**src/rtl/priority_sel_arbiter.sv**
```systemverilog
// Six-source arbiter driving the 6:1 priority mux select. Highest index wins,
// and the selection is held until valid & out_ready. Define AGING_EN to promote starved sources.
module priority_sel_arbiter #(
  parameter int WAIT_W   = 4,
  parameter int MAX_WAIT = 8
) (
  input  logic       clk,
  input  logic       rst,
  input  logic [5:0] req,
  input  logic       out_ready,
  output logic [4:0] sel,
  output logic [5:0] grant,
  output logic       valid,
  output logic [5:0] ack
);

  typedef enum logic [0:0] {
    IDLE  = 1'b0,
    GRANT = 1'b1
  } state_t;

  state_t     state_r, state_nxt_s;
  logic [5:0] grant_r, grant_nxt_s;
  logic [4:0] sel_r, sel_nxt_s;
  logic       valid_r, valid_nxt_s;
  logic       handshake_s;
  logic [5:0] winner_s;

  // One-hot of the highest set bit; zero when nothing is set.
  function automatic logic [5:0] highest_onehot(input logic [5:0] v);
    logic [5:0] r;
    r = 6'b000000;
    for (int k = 0; k < 6; k++) begin
      if (v[k]) r = 6'b000001 << k;
    end
    return r;
  endfunction

  assign handshake_s = valid_r & out_ready;

`ifdef AGING_EN
  logic [WAIT_W-1:0] wait_r [5];
  logic [4:0]        aged_s;

  // A requesting source whose counter has saturated is aged.
  always_comb begin
    aged_s = 5'b00000;
    for (int k = 0; k < 5; k++) begin
      aged_s[k] = req[k] && (wait_r[k] == WAIT_W'(MAX_WAIT));
    end
  end

  // Highest aged source overrides the strict-priority winner.
  always_comb begin
    if (|aged_s) begin
      winner_s = highest_onehot({1'b0, aged_s});
    end else begin
      winner_s = highest_onehot(req);
    end
  end

  // Per-source lost-arbitration counters, updated only at a handshake.
  always_ff @(posedge clk or posedge rst) begin
    if (rst) begin
      for (int k = 0; k < 5; k++) wait_r[k] <= '0;
    end else if (handshake_s) begin
      for (int k = 0; k < 5; k++) begin
        if (grant_r[k]) begin
          wait_r[k] <= '0;
        end else if (req[k] && (wait_r[k] != WAIT_W'(MAX_WAIT))) begin
          wait_r[k] <= wait_r[k] + WAIT_W'(1);
        end else begin
          wait_r[k] <= wait_r[k];
        end
      end
    end
  end
`else
  logic cfg_unused_s;
  assign cfg_unused_s = (MAX_WAIT < (1 << WAIT_W));
  assign winner_s     = highest_onehot(req);
`endif

  // State and output registers.
  always_ff @(posedge clk or posedge rst) begin
    if (rst) begin
      state_r <= IDLE;
      grant_r <= 6'b000000;
      sel_r   <= 5'b00000;
      valid_r <= 1'b0;
    end else begin
      state_r <= state_nxt_s;
      grant_r <= grant_nxt_s;
      sel_r   <= sel_nxt_s;
      valid_r <= valid_nxt_s;
    end
  end

  // Next-state logic; sel is the grant vector without its bit 0.
  always_comb begin
    state_nxt_s = state_r;
    grant_nxt_s = grant_r;
    sel_nxt_s   = sel_r;
    valid_nxt_s = valid_r;
    case (state_r)
      IDLE: begin
        if (|req) begin
          state_nxt_s = GRANT;
          grant_nxt_s = winner_s;
          sel_nxt_s   = winner_s[5:1];
          valid_nxt_s = 1'b1;
        end else begin
          state_nxt_s = IDLE;
          grant_nxt_s = 6'b000000;
          sel_nxt_s   = 5'b00000;
          valid_nxt_s = 1'b0;
        end
      end
      GRANT: begin
        if (handshake_s) begin
          state_nxt_s = IDLE;
          grant_nxt_s = 6'b000000;
          sel_nxt_s   = 5'b00000;
          valid_nxt_s = 1'b0;
        end else begin
          state_nxt_s = GRANT;
          grant_nxt_s = grant_r;
          sel_nxt_s   = sel_r;
          valid_nxt_s = valid_r;
        end
      end
      default: begin
        state_nxt_s = IDLE;
        grant_nxt_s = 6'b000000;
        sel_nxt_s   = 5'b00000;
        valid_nxt_s = 1'b0;
      end
    endcase
  end

  assign sel   = sel_r;
  assign grant = grant_r;
  assign valid = valid_r;
  assign ack   = grant_r & {6{handshake_s}};

endmodule

```
**config.mk**
```make
export PLATFORM = sky130hd
export DESIGN_NAME = priority_sel_arbiter
export DESIGN_NICKNAME = d
export VERILOG_FILES = /design/src/rtl/priority_sel_arbiter.sv
export SDC_FILE = /design/constraint.sdc
export NUM_CORES = 1
export LEC_CHECK = 0
export BUFFER_PORTS_ARGS = -buffer_cell sky130_fd_sc_hd__buf_2
export CAP_MARGIN = 20
export CELL_PAD_IN_SITES_DETAIL_PLACEMENT = 0
export CELL_PAD_IN_SITES_GLOBAL_PLACEMENT = 2
export CORE_MARGIN = 1
export CORE_UTILIZATION = 23
export CTS_CLUSTER_SIZE = 24
export DETAILED_ROUTE_END_ITERATION = 10
export GPL_TIMING_DRIVEN = 0
export PLACE_DENSITY_LB_ADDON = 0.1
export REMOVE_ABC_BUFFERS = 1
export SYNTH_ARGS = -nofsm -noshare
export SYNTH_HDL_FRONTEND = slang
export SYNTH_SLANG_ARGS = --single-unit
```
**constraint.sdc**
```tcl
create_clock -name clk -period 1.25 [get_ports clk]
set_input_delay 0.0625 -clock clk [delete_from_list [all_inputs] [get_ports clk]]
set_output_delay 0.0625 -clock clk [all_outputs]
set_load 0.03 [all_outputs]
```
* Word level (Yosys, flattened, before mapping)
Cells that the tools add are included.
** Cells by class
- Equal/unequal tests :: 1
- Muxes and demuxes :: 17
- Bitwise logic cells :: 3
- Reductions and logical operators :: 1
** Operators by type and width (count)
- $mux W6 :: 7
- $pmux W6 S2 :: 1
- $mux W5 :: 2
- $pmux W5 S2 :: 1
- $and A6 B6 Y6 :: 1
- $reduce_or A6 Y1 :: 1
- $mux W1 :: 4
- $pmux W1 S2 :: 2
- $ne A2 B1 Y1 const B :: 1
- $and A1 B1 Y1 :: 1
- $not A1 Y1 :: 1
** Word-level totals
- Flip-flop bits (word level) :: 13
- Input port bits :: 9
- Output and inout bits :: 18
- Word-level logic and storage cells :: 26

* Longest topological paths before layout
Gate-level depths: netlist of the first run.
- Word-level depth :: 8
- Mapped depth :: 3
- Mapped depth without buffers :: 2

* Worst setup path after synthesis of the first run
Ideal clock, no wire load.
- Path type :: reg2reg
- Start :: register valid_r, in the netlist valid
- End :: register grant_r[2], in the netlist grant[2]
- Library setup time :: 122 ps
- Arrival time :: 1016 ps
- Required time :: 1128 ps
- Setup slack :: 112 ps
- Cell stages (with the launch flop) :: 3
- Buffers on the path :: 0
- Period minus slack after synthesis :: 1138 ps
- Cells stage by stage :: dfrtp_1 -> nand2_1 -> a32o_1
** On the way
- Longest elaborated chain between the ends :: 2
** RTL lines
- from (decl) :: line 25 : logic valid_r, valid_nxt_s;
- from (signal assigned) :: line 95 : valid_r <= valid_nxt_s;
- $and A1 B1 Y1 :: line 39 : assign handshake_s = valid_r & out_ready;
- $ne A2 B1 Y1 (no source line)
- to (signal assigned) :: line 93 : grant_r <= grant_nxt_s;
- to (decl) :: line 23 : logic [5:0] grant_r, grant_nxt_s;
No other way between the ends.
A chain may end at the register's enable or synchronous reset.

* Worst setup path in the final report of the first run
- Start :: register valid_r, in the netlist valid
- End :: output ack[0]
** On the way
- Longest elaborated chain between the ends :: 2
** RTL lines
- $and A1 B1 Y1 :: line 39
- $and A6 B6 Y6 :: line 144 : assign ack = grant_r & {6{handshake_s}};
- to (decl) :: line 14 : output logic [5:0] ack
No other way between the ends.

==> impl_metrics.ini, run 1 <==
[worst_hold_path]
worstHoldPathCells = 2
hold_start = req[4]
hold_path_class = in2reg
min_to = grant[4]

[synthesis]
synth_area_leaders = dfrtp_1 (43%), and3_1 (8.2%), buf_4 (8.2%)
synth_top_area_cell = dfrtp_1
synth_top_area_frac = 0.435
synth_area_um2 = 460
syn_inst = 40
yosysUniqueCellTypes = 19
ys.warnings.count = 0
ys_ff_latch = 8
yosysSeqAreaShare = 0.435
syn_avg_cell_area_um2 = 11.5

[global_routing]
track_usage = 0.114
grt_start_max_net_pins = 15
grt_overflow = 0
grt_pass1_vias = 333
grt_pass1_wl_um = 1630
antenna_found_initial = 0

[timing]
hold_viol_final = 0
rsz0062_at_grt = no
fmax_mhz = 863
fin_crit_sh = 0.927
post-route-min-period_ns = 1.16
drv_slew = 0
slew_headroom = 0.745
setup_tns_ns = 0
setup_viol = 0
worst_pin_slew_ns = 0.381
fin_skew_ns = 0.00104

[floorplanning]
io_pins = 27
rows = 15
coreArea_um2 = 1800
die_h_um = 46.7
die_area_um2 = 2180
start_util = 0.256
die_width_um = 46.7

[routing]
met1Wirelength_um = 600
met2_length_um = 471
wl_met3_um = 45
dr_total_vias = 400
drt-initial-drc-count = 12
postRouteAntennaNets = 0
firstDrtPassIters = 4
wire_per_inst_um = 12.6
viasPerCell = 4.49
drc_errors = 0
finalWirelength_um = 1120
maxUsedRoutingLayer = met3

[placement]
dpl.hpwl_um = 804
place_inst = 85
portBuffers = 26
gp_congestion = 0.671

[critical_path]
reg2reg_from = state_r
ff2ff_path_depth = 2
r2r_slack_ns = 0.16
cp_slowest_cell = dfrtp_2
crit_fanout = 11
critPathCaptureType = output port
critPathMaxStageDelay_ns = 0.48
r2r-end = valid
cp_cell_sequence = and3_1 -> buf_2
crit_arrival_ns = 1.10
critPathKind = reg2out
worstPathRequired_ns = 1.19
critPathTopFamily = flip-flops
startpoint_type = flip-flop
path_buf_inv = 1

[finish]
fin_util = 0.338
layout-drive-gt1-share = 0.594
final_net_count = 75
antenna_cells = 0
layout.cells.non_filler = 89
synthToLayoutAreaGrowth_pct = 32.1
regArea_um2 = 203
fillerInstances = 195
multi_input_area_um2 = 208

[status]
status = finished clean

[power_and_ir_drop]
leakage_nw = 0.342
peakVddDrop_uv = 491
powerDensity_nw_per_um2 = 1450

[clock_network]
cts_root_buffer = clkbuf_4
clock-sinks = 8
clk_latency_ns = 0.25
cts_buffers = 3
cts_tree = done
ctsLongestPathBuffers = 2
cts_setup_buffers = 0
cts_max_level = 1
clk_pin_slew_ns = 0.05

[run]
max-cap-violations = 0
-- power by group --
part / switching (mW) / leakage, nW / total, mW / internal (mW)
Combinational: 0.220 / 0.226 / 0.324 / 0.105
Sequential: 0.0612 / 0.103 / 0.364 / 0.302
Clock: 0.0870 / 0.0138 / 0.197 / 0.110
-- cells in the mapped netlist --
cell / count
nor4b_2: 1
dfrtp_1: 8
nand2b_1: 1
a32o_1: 3
buf_4: 5
a22oi_1: 1
nand2_1: 1
nor4_4: 1
buf_6: 1
nor3_2: 1
a21boi_0: 1
nor2_1: 2
a31o_2: 2
nor4b_1: 1
inv_1: 1
a32oi_1: 1
and2b_2: 2
a22o_1: 1
and3_1: 6
-- kinds of logic (layout without fill, tap and decap cells) --
kind of cell / count (synthesis) / in the layout / synth area share
AND/OR/NAND/NOR: 16 / 16 / 0.277
AO/OA/AOI/OAI: 9 / 9 / 0.174
flip-flops: 8 / 8 / 0.435
buffers and inverters: 7 / 31 / 0.114
-- how the worst max path moves through the flow --
stage | startpoint | to | slack (ns) | depth (start not counted)
floorplan | grant[3] | ack[3] | 0.09 | 1
global placement | state_r | grant[2] | 0.05 | 2
detailed placement | state_r | grant[2] | 0.04 | 2
CTS | state_r | grant[2] | 0.03 | 2
global route | valid | ack[5] | 0.03 | 2
finish | valid | ack[0] | 0.09 | 2
-- flip-flops by register name, summed over array words and instances, names as in the netlist --
name and count:
valid 1, grant 6, state_r 1
-- worst reg2reg max path: stages, from the launching register on --
cell	delay, ns
dfrtp_2	0.50
nor4_4	0.33
a22oi_1	0.12
-- cells in the final DEF (no fill, tap or decap) --
cell type	instances
clkbuf_4	3
a22o_1	1
a21boi_0	1
dfrtp_2	2
nand2b_1	1
buf_2	26
a32o_1	3
and2b_2	2
a32oi_1	1
nor4_4	1
a31o_2	2
nor3_2	1
nand2_1	1
inv_1	1
nor2_1	2
and3_1	6
dlygate4sd3_1	1
dfrtp_1	6
a22oi_1	1
nor4b_2	1
nor4b_1	1
-- per-stage QoR --
step / setup WS, ns / instance area, µm² / power, mW / hold WS, ns
finish: 0.0915 / 608 / 0.885 / 0.0855
global route: 0.0291 / 608 / 0.944 / 0.0727
detailed placement: 0.0357 / 573 / 0.690 / 0.0486
CTS: 0.0325 / 607 / 0.902 / 0.0727
floorplan: 0.0877 / 412 / 0.567 / -0.122
global placement: 0.0461 / 573 / 0.693 / 0.0447
-- per-layer routing --
metal,GRT usage,up-vias
met5,0,-
met4,0.0343,0
met3,0.0692,0
met2,0.153,15
met1,0.152,183
li1,-,202
-- repair_timing --
| action | 4_1_cts | 5_1_grt |
|---|---|---|
| endpoints found under the setup margin | 3 | 2 |
| resized for setup | 1 | 1 |
| hold buffers | 1 | 0 |
| hold endpoints to repair | 8 | 0 |
-- layout make-up --
class,instances,share of cell area
tap,25,0.0514
inverter,1,0.00617
sequential,8,0.333
clock buffer,3,0.0370
multi-input combinational,25,0.342
timing repair buffer,27,0.230
Note: power is estimated with default switching activity, not from simulation.
==> run 2: changes to the inputs <==
- SKIP_CTS_REPAIR_TIMING: not set -> 1
- clock period: 1.25 -> 1.3 ns (I/O delays scaled with it)
==> impl_metrics.ini, run 2 (synthesis results as in run 1) <==
[timing]
drv_slew = 0
fmax_mhz = 819
post-route-min-period_ns = 1.22
fin_crit_sh = 0.940
rsz0062_at_grt = no
setup_viol = 0
fin_skew_ns = 0.00104
hold_slack_ns = 0.0880
setup_tns_ns = 0
worst_pin_slew_ns = 0.474
slew_headroom = 0.684
hold_viol_final = 0

[placement]
gp_congestion = 0.671
dpl.hpwl_um = 804
portBuffers = 26
place_inst = 85

[global_routing]
grt_pass1_vias = 330
antenna_found_initial = 0
track_usage = 0.113
grt_start_max_net_pins = 15
grt_overflow = 0
grt_pass1_wl_um = 1610

[critical_path]
worstPathRequired_ns = 1.44
crit_arrival_ns = 1.36
ff2ff_path_depth = 2
startpoint_type = flip-flop
critPathKind = reg2reg
crit_fanout = 14
critPathCaptureType = flip-flop

[clock_network]
cts_tree = done
cts_root_buffer = clkbuf_4
clock-sinks = 8
clk_latency_ns = 0.25
cts_max_level = 1
cts_buffers = 3
clk_pin_slew_ns = 0.05
ctsLongestPathBuffers = 2

[finish]
layout-drive-gt1-share = 0.578
final_cell_mix = buf_2 (26), dfrtp_1 (7), and3_1 (6), a32o_1 (3), clkbuf_4 (3)
layout.cells.non_filler = 89
antenna_cells = 0
multi_input_area_um2 = 208
regArea_um2 = 201
synthToLayoutAreaGrowth_pct = 31.8
largest_reg_flops = 6
final_net_count = 75
final_common_cell = buf_2
fillerInstances = 193

[routing]
firstDrtPassIters = 4
drc_errors = 0
wire_per_inst_um = 12.6
postRouteAntennaNets = 0
viasPerCell = 4.49
finalWirelength_um = 1120
drt-initial-drc-count = 12
dr_total_vias = 400

[floorplanning]
start_util = 0.256
io_pins = 27
rows = 15
die_area_um2 = 2180
die_width_um = 46.7
die_h_um = 46.7
coreArea_um2 = 1800

[worst_hold_path]
hold_path_class = in2reg
worstHoldPathCells = 2

[power_and_ir_drop]
powerDensity_nw_per_um2 = 1400
leakage_nw = 0.343
peakVddDrop_uv = 472

[status]
status = finished clean

[run]
max-cap-violations = 0
[run 2: cell count changes in the layout (fill, tap and decap cells not counted)]
cell	previous run	this run
dfrtp_1	6	7
dfrtp_2	2	1
[run 2: critical path, cell delays in order, from the launching register on]
cell and delay (ns):
dfrtp_1 0.63, and2b_2 0.27, a31o_2 0.21
[run 2: worst paths after layout]
path / startpoint / end / slack, ns
worst max-delay path: state_r / grant[5] / 0.08
worst min-delay path: req[4] / grant[4] / 0.09
worst min register to register: grant[0] / grant[0] / 0.52
worst max register to register: state_r / grant[5] / 0.08
max in group asynchronous: rst / valid / 0.73
min in group asynchronous: rst / grant[2] / 0.31
[run 2: routing by layer]
layer	share of wire	routed length, µm	track usage
met1	0.54	600	0.149
met3	0.040	45	0.0692
met4	0	0	0.0343
met5	0	0	0
met2	0.42	471	0.153
[run 2: final cells by class]
class	instances	area share
Inverter	1	0.00619
Clock buffer	3	0.0371
Tap cell	25	0.0515
Multi-Input combinational cell	25	0.342
Timing Repair Buffer	27	0.231
Sequential cell	8	0.332
[run 2: where the power goes]
part	leakage [nW]	switching (mW)	total [mW]	internal, mW
Combinational	0.226	0.211	0.312	0.101
Clock	0.0138	0.0837	0.189	0.106
Sequential	0.103	0.0589	0.349	0.290
[run 2: metrics by stage]
stage | worst slack [ns] | total power, mW | area, µm² | utilization
2_1_floorplan | 0.135 | 0.545 | 412 | -
3_3_place_gp | 0.0961 | 0.667 | 573 | 0.318
3_5_place_dp | 0.0857 | 0.664 | 573 | 0.318
4_1_cts | 0.0335 | 0.864 | 596 | 0.331
5_1_grt | 0.0154 | 0.907 | 607 | 0.337
6_report | 0.0783 | 0.850 | 607 | 0.337
